==> config.mk <==
export PLATFORM = sky130hd
export DESIGN_NAME = fetch_stage
export DESIGN_NICKNAME = d
export VERILOG_FILES = /design/src/rtl/fetch_stage.sv
export SDC_FILE = /design/constraint.sdc
export NUM_CORES = 1
export LEC_CHECK = 0
export CAP_MARGIN = 25
export CORE_ASPECT_RATIO = 1.1
export CORE_MARGIN = 1
export CORE_UTILIZATION = 49
export CTS_BUF_LIST = sky130_fd_sc_hd__clkbuf_4 sky130_fd_sc_hd__clkbuf_8
export DETAILED_ROUTE_END_ITERATION = 7
export HOLD_SLACK_MARGIN = 0.1
export PLACE_DENSITY = 0.88
export SLEW_MARGIN = 25
export SYNTH_ARGS = -nofsm -noshare
export SYNTH_HDL_FRONTEND = slang
export SYNTH_SLANG_ARGS = --single-unit
==> constraint.sdc <==
create_clock -name CLK -period 5.3 [get_ports CLK]
set_clock_uncertainty 0.05 [all_clocks]
set_input_delay 1.06 -clock CLK [delete_from_list [all_inputs] [get_ports CLK]]
set_output_delay 1.06 -clock CLK [all_outputs]
set_load 0.005 [all_outputs]
==> src/rtl/fetch_stage.sv <==
// fetch_stage: instruction-fetch stage of the 5-stage pipelined MIPS datapath.
// Owns the PC, selects the next PC from the hazard unit's PCSrc, drives the
// icache request and holds the IF/ID pipeline latch.
// Optional build macro: FETCH_PERF_EN adds saturating fetch/bubble counters.

package fetch_pkg;
  // IF/ID latch control issued by the hazard unit.
  typedef enum logic [1:0] {
    NORMAL = 2'd0,
    STALL  = 2'd1,
    FLUSH  = 2'd2
  } pipe_state_t;
endpackage

module fetch_stage
  import fetch_pkg::*;
#(
  parameter logic [31:0] PC_RESET = 32'h0000_0000,
  parameter logic [31:0] PC_INCR  = 32'd4
) (
  input  logic              CLK,
  input  logic              nRST,
  // icache interface
  input  logic              ihit,
  input  logic [31:0]       iload,
  output logic              imemREN,
  output logic [31:0]       imemaddr,
  // hazard unit / next-PC control
  input  logic              PC_WEN,
  input  logic [1:0]        PCSrc,
  input  logic [31:0]       branch_target,
  input  logic [31:0]       jump_target,
  input  logic [31:0]       jr_target,
  input  pipe_state_t       fd_state,
  input  logic              halt_in,
  // IF/ID latch outputs
  output logic [31:0]       fd_instr,
  output logic [31:0]       fd_pc,
  output logic [31:0]       fd_npc,
  output logic              fd_valid
`ifdef FETCH_PERF_EN
  ,
  output logic [31:0]       perf_fetched,
  output logic [31:0]       perf_bubbles
`endif
);

  localparam logic [1:0] SRC_SEQ    = 2'd0;
  localparam logic [1:0] SRC_BRANCH = 2'd1;
  localparam logic [1:0] SRC_JUMP   = 2'd2;
  localparam logic [1:0] SRC_JR     = 2'd3;

  // Architectural state
  logic [31:0] pc_q, pc_d;
  logic        halted_q, halted_d;

  // IF/ID latch
  logic [31:0] fd_instr_q, fd_instr_d;
  logic [31:0] fd_pc_q, fd_pc_d;
  logic [31:0] fd_npc_q, fd_npc_d;
  logic        fd_valid_q, fd_valid_d;

  // Sequential successor of the current PC (32-bit modulo, wraps to 0)
  logic [31:0] npc;

  // Event strobes for this edge, used by the optional counters
  logic        load_valid;
  logic        load_bubble;

  assign npc      = pc_q + PC_INCR;
  // Targets are stored unaligned; alignment is applied only toward the icache.
  assign imemaddr = {pc_q[31:2], 2'b00};
  assign imemREN  = ~halted_q;

  assign fd_instr = fd_instr_q;
  assign fd_pc    = fd_pc_q;
  assign fd_npc   = fd_npc_q;
  assign fd_valid = fd_valid_q;

  // Next-PC selection; a halt request on the same edge blocks the update
  always_comb begin
    pc_d = pc_q;
    if (PC_WEN && !halted_q && !halt_in) begin
      case (PCSrc)
        SRC_SEQ:    pc_d = npc;
        SRC_BRANCH: pc_d = branch_target;
        SRC_JUMP:   pc_d = jump_target;
        SRC_JR:     pc_d = jr_target;
        default:    pc_d = npc;
      endcase
    end
  end

  // Sticky halt: only reset clears it
  always_comb begin
    halted_d = halted_q | halt_in;
  end

  // IF/ID latch next state: FLUSH > STALL > NORMAL; unknown encodings hold
  always_comb begin
    fd_instr_d  = fd_instr_q;
    fd_pc_d     = fd_pc_q;
    fd_npc_d    = fd_npc_q;
    fd_valid_d  = fd_valid_q;
    load_valid  = 1'b0;
    load_bubble = 1'b0;
    case (fd_state)
      FLUSH: begin
        // pc/npc deliberately keep their old values on a flush
        fd_instr_d  = 32'd0;
        fd_valid_d  = 1'b0;
        load_bubble = 1'b1;
      end
      NORMAL: begin
        if (ihit && !halted_q) begin
          fd_instr_d = iload;
          fd_pc_d    = pc_q;
          fd_npc_d   = npc;
          fd_valid_d = 1'b1;
          load_valid = 1'b1;
        end else begin
          fd_instr_d  = 32'd0;
          fd_valid_d  = 1'b0;
          load_bubble = 1'b1;
        end
      end
      default: begin
        // STALL and any undefined encoding: hold everything
      end
    endcase
  end

  // PC and halt flag registers
  always_ff @(posedge CLK or negedge nRST) begin
    if (!nRST) begin
      pc_q     <= PC_RESET;
      halted_q <= 1'b0;
    end else begin
      pc_q     <= pc_d;
      halted_q <= halted_d;
    end
  end

  // IF/ID pipeline latch registers
  always_ff @(posedge CLK or negedge nRST) begin
    if (!nRST) begin
      fd_instr_q <= 32'd0;
      fd_pc_q    <= 32'd0;
      fd_npc_q   <= 32'd0;
      fd_valid_q <= 1'b0;
    end else begin
      fd_instr_q <= fd_instr_d;
      fd_pc_q    <= fd_pc_d;
      fd_npc_q   <= fd_npc_d;
      fd_valid_q <= fd_valid_d;
    end
  end

`ifdef FETCH_PERF_EN
  logic [31:0] perf_fetched_q, perf_fetched_d;
  logic [31:0] perf_bubbles_q, perf_bubbles_d;

  // Saturating increment shared by both counters
  function automatic logic [31:0] sat_inc(input logic [31:0] v);
    return (v == 32'hFFFF_FFFF) ? v : v + 32'd1;
  endfunction

  // Counter next state; nothing is counted once halted
  always_comb begin
    perf_fetched_d = perf_fetched_q;
    perf_bubbles_d = perf_bubbles_q;
    if (!halted_q) begin
      if (load_valid)  perf_fetched_d = sat_inc(perf_fetched_q);
      if (load_bubble) perf_bubbles_d = sat_inc(perf_bubbles_q);
    end
  end

  // Performance counter registers
  always_ff @(posedge CLK or negedge nRST) begin
    if (!nRST) begin
      perf_fetched_q <= 32'd0;
      perf_bubbles_q <= 32'd0;
    end else begin
      perf_fetched_q <= perf_fetched_d;
      perf_bubbles_q <= perf_bubbles_d;
    end
  end

  assign perf_fetched = perf_fetched_q;
  assign perf_bubbles = perf_bubbles_q;
`endif

endmodule

# Word level (Yosys, flattened, before mapping)
# Cells that the tools add are included.
# totals
regBits	130
input_bits	137
out_inout_bits	130
elab_cells	27
# op_classes
add_sub_neg	1
n_eq_ne	4
muxes	5
n_bitwise	2
reduce_logical	9
# ops
op	count
case mux 32 bit (4 select lines)	1
case mux 32 bit (2 select lines)	1
adder 32 x 3 -> 32 bit (second input constant)	1
2-to-1 mux 32 bit	1
== test 2 bit (second input constant)	3
zero test 2 bit	2
logical AND 1 bit	3
== test 2 x 1 -> 1 bit (second input constant)	1
zero test 1 bit	2
case mux 1 bit (2 select lines)	1
AND reduction 2 bit	1
nonzero test 2 bit	1
2-to-1 mux 1 bit	1
NOT 1 bit	1
OR 1 bit	1

# Logic depth before layout (Yosys ltp)
# depth
depth_word	4
mapped_depth	7
depth_no_buf	5

# Worst setup path after synthesis
# Ideal clock, no wire load.
# synth_path
path_type	input -> register
start	in fd_state[0]
end	reg fd_npc_q[29], in the netlist fd_npc[29]
setup_ns	0.136
arrival_ns	2.613
required_ns	5.114
slack_ns	2.501
cell_stages	5
n_path_buf	2
cell_sequence	clkbuf_1 or4b_2 clkbuf_1 and2_0 or3b_2
# synth_between
elab_chain_len	2
# synth_lines
item	line_no	source
start, declared	34	input pipe_state_t fd_state,
zero test 2 bit	107	case (fd_state)
AND reduction 2 bit (no source line)	--	
end signal, assigned	154	fd_npc_q <= fd_npc_d;
end, declared	60	logic [31:0] fd_npc_q, fd_npc_d;
# No other way between the ends.
# A chain may end at the register's enable or synchronous reset.

# Final worst setup path
# layout_path
start	in fd_state[0]
end	reg fd_npc_q[19], in the netlist fd_npc[19]
# The elaborated chain is that of the path after synthesis.

==> reports/results.ini <==
[worst_setup_path]
reg2reg_depth = 4
path_class = input port to register
rrSetupSlack_ps = 2390
cp.buffers_inverters = 3
r2r-start = pc_q[16]
crit_slowest_cell = or4b_2
critical_path_depth = 6
path_delay_family = simple AND/OR/NAND/NOR gates
r2r_end = fd_npc[29]
start_kind = input port
endpoint_kind = register
slowest_delay_ps = 820
worst_ep_required_time_ps = 5630
crit_chain = clkdlybuf4s50_1 > buf_4 > or4b_2 > buf_4 > nor4_1 > a211o_1
cp-endpoint = fd_npc[19]
critPathMostFrequentCell = buf_4
arrival_ps = 3410
worstPathMaxFanout = 62
cp-startpoint = fd_state[0]

[pwr]
p_comb_share_pct = 15.3
p_int_mw = 1.589
total_power_mw = 2.168
leakage_nw = 4.071
clkPwrFrac_pct = 36.1
vdd_ir_drop_max_mv = 0.1376
sequentialPowerShare_pct = 48.6
p_sw_uw = 578.7
power.share.switching_pct = 26.69
powerDensity_mw_per_mm2 = 223.4

[clock_tree]
cts_max_path_buffers = 2
cts_tree = built
cts.htree.levels = 4
cts_resized = 0
numCtsBuffers = 17
cts.sinks = 128
clk_pin_slew_ps = 80
holdBufCountCts = 0
cts_root_buffer = clkbuf_8
clk-insertion-delay-late_ps = 430
cts_setup_buffers = 0

[logic_synthesis]
ys_seq_elements = 128
syn_area_per_cell_um2 = 9.519
yosysSeqAreaShare_pct = 47.93
synth-warning-count = 0
synth_area_leader_cell = dfrtp_1
synthTopCellsByArea = dfrtp_1 (48%), nand2_1 (7.6%), mux2i_1 (4.9%)
synthArstFlopShare_pct = 100.0
synth_top_area_share_pct = 47.93
synth_edf_count = 0
ys.flop_type = dfrtp_1
synth_cell_types = 58
syn-cell-area_mm2 = 0.006683
synthCells = 702

[sta]
period_needed_ps = 3086
worst_pin_slew_ps = 850.6
finalHoldViolCount = 0
slew_headroom_pct = 42.77
tns_ps = 0
rsz0062_at_grt = no
finalMaxSlewViolations = 0
setup_violations = 0
setup_ws_ps = 2214
period_share_pct = 58.22
fmax_mhz = 324.1

[die]
std_cell_rows = 44
die_w_um = 113.3
start_util_pct = 50.37
dieArea_mm2 = 0.01411
die_h_um = 124.5
fp.coreArea_mm2 = 0.01327
ios = 267

[global_route]
grt_pass1_wl_mm = 32.93
grtUsageMet1_pct = 40.06
grt_pass1_vias = 6208
gr-usage-met3_pct = 7.543
use_met2_pct = 48.03
grt_overflow = 0
grt_max_degree = 89
gr-max-usage-layer = met2
antenna_found_initial = 0
grt.total_usage_pct = 30.02

[hold_path]
hold_path_class = register to register

[detailed_routing]
drt_iter0_drc = 734
route.detailed.drc = 0
routedWlPerCell_um = 18.46
drtAntennaViolNets = 0
vias_per_cell = 5.857
vias = 6566
routed_wl_mm = 20.69
drtPass1Iterations = 7

[place]
hpwl_mm = 14.86
port_buffers = 264
post-place-ws_ps = 1774
placedCellCount = 1089
gp_congestion = 0.8503

[final_layout]
multi_input_area_mm2 = 0.003164
drive_gt1_share_pct = 7.684
fillers = 961
fin_nets = 1062
stdcell_count = 1121
mostFrequentLayoutCells = clkdlybuf4s50_1 (261), nand2_1 (136), dfrtp_1 (128), a22o_1 (34), mux2i_1 (33)
area_delta_synth_final_pct = 45.24
layout.cells.most_common = clkdlybuf4s50_1
num_antenna_cells = 0
seq_area_mm2 = 0.003203

[status]
status = finished, final reports clean

[job]
drv_cap = 0

## registers in the layout (all words and copies together) (netlist names)
register  count
fd_pc        32
fd_valid      1
fd_npc       30
halted_q      1
fd_instr     32
pc_q         32
## layout make-up
class / instances / area share, %
inverters: 5 / 0.1934
multi-input cells: 497 / 32.60
well taps: 184 / 2.372
flip-flops and latches: 128 / 33.00
repair buffers: 275 / 27.99
clock inverters: 15 / 1.431
clock buffers: 17 / 2.411
## how the worst min path moves through the flow
stage,from,to,slack [ps],cells past startpoint
2_1_floorplan,pc_q[0],fd_pc[0],400,2
3_3_place_gp,fd_pc[31],fd_pc[31],410,2
3_5_place_dp,fd_pc[25],fd_pc[25],410,2
4_1_cts,fd_pc[25],fd_pc[25],430,2
5_1_grt,fd_pc[18],fd_pc[18],450,2
6_report,fd_pc[14],fd_pc[14],430,2
## cell usage after synthesis, types with 4 or more instances
library cell / instances
xor2_1: 5
buf_4: 6
nand2_1: 136
nand4_1: 7
nor3_1: 22
nand3_1: 28
buf_2: 11
o221ai_1: 5
nor2_1: 30
or3_1: 6
and3_1: 5
o31ai_1: 7
clkbuf_1: 48
or4_1: 11
a31oi_1: 14
o21ai_0: 31
and4_1: 5
xnor2_1: 7
nor4_1: 9
dfrtp_1: 128
buf_1: 5
a2bb2oi_1: 19
mux4_2: 7
a22o_1: 34
mux2i_1: 33
mux2_2: 4
inv_1: 5
a21oi_1: 16
a211oi_1: 6
o22a_1: 5
## cell families (layout without fill, tap and decap cells)
family / count (synthesis) / in the layout / synth area share (%)
buffers and inverters: 78 / 312 / 5.074
xor gates and xnor gates: 12 / 12 / 1.573
AOI/OAI and AO/OA: 157 / 157 / 17.04
other: 1 / 2 / 0.05612
DFF: 128 / 128 / 47.93
muxes: 44 / 44 / 7.976
and+or+nand+nor: 281 / 281 / 20.16
adders and majority gates: 1 / 1 / 0.1872
## through the flow
step	util [%]	hold WS, ps	area (µm²)
2_1_floorplan	-	403.6	6686
3_3_place_gp	70.34	407.9	9333
6_report	73.15	425.3	9706
3_5_place_dp	70.34	413.4	9333
5_1_grt	73.15	452.9	9706
4_1_cts	73.15	431.6	9706
## power groups by stage
stage / Combinational (mW) / Sequential [mW] / Clock (mW)
6_report: 0.331 / 1.05 / 0.783
5_1_grt: 0.357 / 1.06 / 0.840
4_1_cts: 0.334 / 1.05 / 0.792
3_5_place_dp: 0.333 / 1.07 / 0
3_3_place_gp: 0.327 / 1.07 / 0
2_1_floorplan: 0.120 / 1.06 / 0
## layer usage
layer / share of wire (%) / up-vias
met3: 9.1 / 37
met2: 48 / 386
met5: 0 / -
li1: - / 2985
met1: 41 / 3158
met4: 1.9 / 0
## worst register-to-register path, cell delays in order, from the launching register on
cell and delay (ps):
dfrtp_1 640, nand4_1 570, nor4_1 920, a21oi_1 150
or3b_2 460
Power figures use the tool's default switching activity.
==> RTL change 1: new RTL, config.mk and constraints unchanged <==
Put a register stage on the outputs `imemREN` and `imemaddr`, without a reset. The values now appear one clock later. The other outputs are not delayed to match.
--- a/src/rtl/fetch_stage.sv
+++ b/src/rtl/fetch_stage.sv
@@ -69,8 +69,10 @@
 
   assign npc      = pc_q + PC_INCR;
   // Targets are stored unaligned; alignment is applied only toward the icache.
-  assign imemaddr = {pc_q[31:2], 2'b00};
-  assign imemREN  = ~halted_q;
+  always_ff @(posedge CLK) begin
+    imemREN  <= ~halted_q;
+    imemaddr <= {pc_q[31:2], 2'b00};
+  end
 
   assign fd_instr = fd_instr_q;
   assign fd_pc    = fd_pc_q;
Formal check against the unedited RTL: not equivalent (a bounded check fails within 4 cycles, from zero or initial values and one cycle with nRST low).
==> RTL change 1 against the unedited design <==
Cell area rose by 3.5%; routed wire length grew 3.1%; total power increased by 17%; sequential cell count up 31; synthesized area up 3.8%; synthesized cell count decreased by 3.3%; largest power group unchanged; non-clock buffer count down 2; global-route usage barely moved; clock power increased by 6.6%; combinational power rose by 7.6%; worst setup slack better by 0.15 ns; cell count down 0.27%; register-to-register slack better by 0.36 ns.
==> RTL change 1: results (changes against the unedited design) <==
mux cell area share after synthesis 6.17% (-1.8 points); Avg Synthesized Cell Area 10.2 sq um (+7.4%); wire length of the first global-routing pass 33200 microns (+0.71%); Worst VDD drop 0.124 mV (-10%); Commonest cells post-synth 159 x nand2_1, 128 x dfrtp_1, 46 x o21ai_0; largest net degree at the start of global routing 93 (+4.5%); Slew Limit Headroom 30.0% (-13 points); cells on worst reg2reg path 6 (+2); Unique masters post-synth 48 (-17%); status finished clean; CP endpoint fd_instr[28]; Data arrival, critical path 3.26 ns (-0.15 ns); Worst Hold End imemaddr[30]; post-synthesis adder-cell area fraction 0.180% (-0.0069 points); GRT Util Overall 30.1% (+0.041 points); first-pass iteration count of the detailed router 5 (-2); placed cells 1086 (-0.28%); dpl cell area 9660 sq um (+3.5%); slowest library cell on the worst path and3_2; DP Worst Slack 1.78 ns (+0.00764 ns); share of cells above drive strength 1 7.74% (+0.058 points); worst-path fanout max 40 (-35%); Fill cells 1003 (+4.4%); via/cell ratio 5.50 (-6.1%); worst hold start pc_q[30]; initial drt markers 515 (-30%); Hold Crit Depth 0 (-2); highest clock rate 340 MHz (+5.0%); RR Startpoint pc_q[2]; slowest stage delay, CP 0.58 ns (-0.24 ns); Synth Area in Compound Gates 15.9% (-1.2 points); delay-heaviest family, CP buffers and inverters; worst reg2reg endpoint pc_q[10]; GP Congestion 0.851 (about the same); worst hold slack 0.385 ns (-0.0406 ns); sequential share of the synthesized area 55.1% (+7.2 points); Worst Setup SP fd_state[0]; sw power 0.662 mW (+14%); Pleak 4.30 nW (+5.7%); Post-DP HPWL 15400 microns (+3.8%); Post-Synth XOR/XNOR Area 3.53% (+2.0 points)
## RTL change 1: layout make-up
cell class	count	area, sq um	area share [%]
sequential	159	3820	38.1
multi-input combinational	459	2880	28.6
timing repair buffer	273	2710	27.0
clock buffer	19	249	2.48
tap	188	235	2.34
clock inverter	12	114	1.13
inverter	8	30.0	0.299
## RTL change 1: power groups by stage
stage               registers (mW)  logic (mW)  clock network (mW)
floorplan                     1.34       0.137                   0
global placement              1.37       0.350                   0
detailed placement            1.37       0.357                   0
CTS                           1.34       0.359               0.849
global route                  1.35       0.384               0.907
finish                        1.35       0.356               0.835
## RTL change 1: per-layer routing
layer	GRT usage, %	vias to the layer above	routed length (microns)
met4	10.9	0	440
met2	51.7	308	10800
met3	8.36	31	1960
li1	-	2845	-
met1	35.6	2962	8180
met5	0	-	0
## RTL change 1: cell families after synthesis
group	Yosys count
and+or+nand+nor	234
muxes	32
buffers and inverters	62
other	1
DFF	159
xor gates and xnor gates	28
AOI/OAI and AO/OA	162
adders and majority gates	1
==> RTL change 2: new RTL, same flow settings <==
Without the edit above. Build with the macro `FETCH_PERF_EN` defined.
--- a/src/rtl/fetch_stage.sv
+++ b/src/rtl/fetch_stage.sv
@@ -2,6 +2,8 @@
 // Owns the PC, selects the next PC from the hazard unit's PCSrc, drives the
 // icache request and holds the IF/ID pipeline latch.
 // Optional build macro: FETCH_PERF_EN adds saturating fetch/bubble counters.
+
+`define FETCH_PERF_EN
 
 package fetch_pkg;
   // IF/ID latch control issued by the hazard unit.
Function (old outputs only; new: perf_bubbles and perf_fetched): kept (Yosys induction, for registers that start in step).
==> RTL change 2 against the unedited design <==
Cell area rose by 37%; total power is 42% higher; routed wire length up 43%; synthesized area rose by 40%; largest cell class unchanged; sequential cell count increased by 64; worst setup slack worse by 0.15 ns; cell count up 32%; highest routed layer unchanged; register-to-register slack better by 0.16 ns.
==> RTL change 2: results (changes against the unedited design) <==
cells on worst reg2reg path 6 (+2); Finished Layout Cells 1478 (+32%); drt total wl 29500 microns (+43%); worst skew pair latency 0.47 ns (+0.04 ns); Worst VDD drop 0.147 mV (+6.8%); Commonest cells post-synth 192 x dfrtp_1, 186 x nand2_1, 67 x xnor2_1; initial drt markers 501 (-32%); Hold Crit Depth 2 (unchanged); via count of the first global-routing pass 8489 (+37%); dpl cell area 12800 sq um (+37%); Avg Synthesized Cell Area 10.1 sq um (+6.6%); Unique masters post-synth 55 (-5.2%); initial antenna violation count 0 (unchanged); share of cells above drive strength 1 6.32% (-1.4 points); Data arrival, critical path 3.54 ns (+0.13 ns); worst hold start fd_npc[6]; sw power 0.773 mW (+34%); Int Power 2.30 mW (+45%); RR Startpoint pc_q[2]; GP Congestion 0.895 (+5.3%); largest net degree at the start of global routing 135 (+52%); sequential share of the synthesized area 51.2% (+3.3 points); Post-DP HPWL 21500 microns (+45%); H-tree Lvls 4 (unchanged); GRT Util Overall 30.1% (+0.13 points); via/cell ratio 5.79 (-1.2%); Fill cells 1388 (+44%); Pleak 5.68 nW (+40%); first-pass iteration count of the detailed router 5 (-2); worst reg2reg endpoint pc_q[10]; worst-path fanout max 68 (+9.7%); Post-Synth XOR/XNOR Area 8.31% (+6.7 points); Layout Nets 1363 (+28%); Slew Limit Headroom 43.3% (+0.52 points); Synth Area in Compound Gates 12.2% (-4.9 points); worst reg2reg setup slack 2.55 ns (+0.16 ns); Synth area leaders dfrtp_1 51%, nand2_1 7.4%, xnor2_1 6.3%; status finished clean; Clk network pwr share 34.4% (-1.7 points); Combinational Power Share 13.7% (-1.6 points); worst hold slack 0.435 ns (+0.00998 ns); Worst Hold End fd_npc[6]; post-synthesis adder-cell area fraction 0.400% (+0.21 points); IO buf count 328 (+24%); DP Worst Slack 1.63 ns (-0.144 ns); mux cell area share after synthesis 4.93% (-3.0 points); wire length of the first global-routing pass 45700 microns (+39%)
## RTL change 2: how the worst max path moves through the flow
stage                             endpoint  depth (start not counted)  slack (ns)
after floorplan           perf_fetched[23]                          7        2.61
after global placement    perf_fetched[23]                          6        1.72
after detailed placement  perf_fetched[12]                          8        1.63
after CTS                 perf_fetched[12]                          8        2.14
after global routing      perf_fetched[12]                          8        1.93
final                     perf_fetched[12]                          8        2.07
## RTL change 2: final cells by class
cell class                      instances  area, sq um  area share (%)
Clock buffer                           19          255            1.92
Clock inverter                         12          180            1.36
Timing Repair Buffer                  338         3400            25.6
Multi-Input combinational cell        666         4320            32.5
Inverter                                8         30.0           0.226
Tap cell                              243          304            2.29
Sequential cell                       192         4800            36.1
## RTL change 2: cell families (layout without fill, tap and decap cells)
family,count (synthesis),in the layout
AND/OR/NAND/NOR,371,371
flip-flops,192,192
AO/OA/AOI/OAI,167,167
XOR/XNOR,89,89
buffers and inverters,68,377
multiplexers,34,34
adder cells (fa/ha/maj),3,3
other,1,2
## RTL change 2: critical path, cell delays in order
cell and delay, ns:
clkdlybuf4s50_1 0.45, buf_4 0.28, nor4b_4 0.29, buf_4 0.66
nand3_1 0.17, a31oi_1 0.30, nand4_1 0.17, xnor2_1 0.15
## RTL change 2: layer usage
layer | part of all wire [%] | global-route usage (%) | vias up | wire length [microns]
met5 | 0 | 0 | - | 0
met4 | 2.5 | 12.6 | 0 | 726
met3 | 8.4 | 6.87 | 47 | 2490
met2 | 51 | 51.9 | 437 | 15100
met1 | 38 | 36.1 | 4199 | 11200
li1 | - | - | 3873 | -
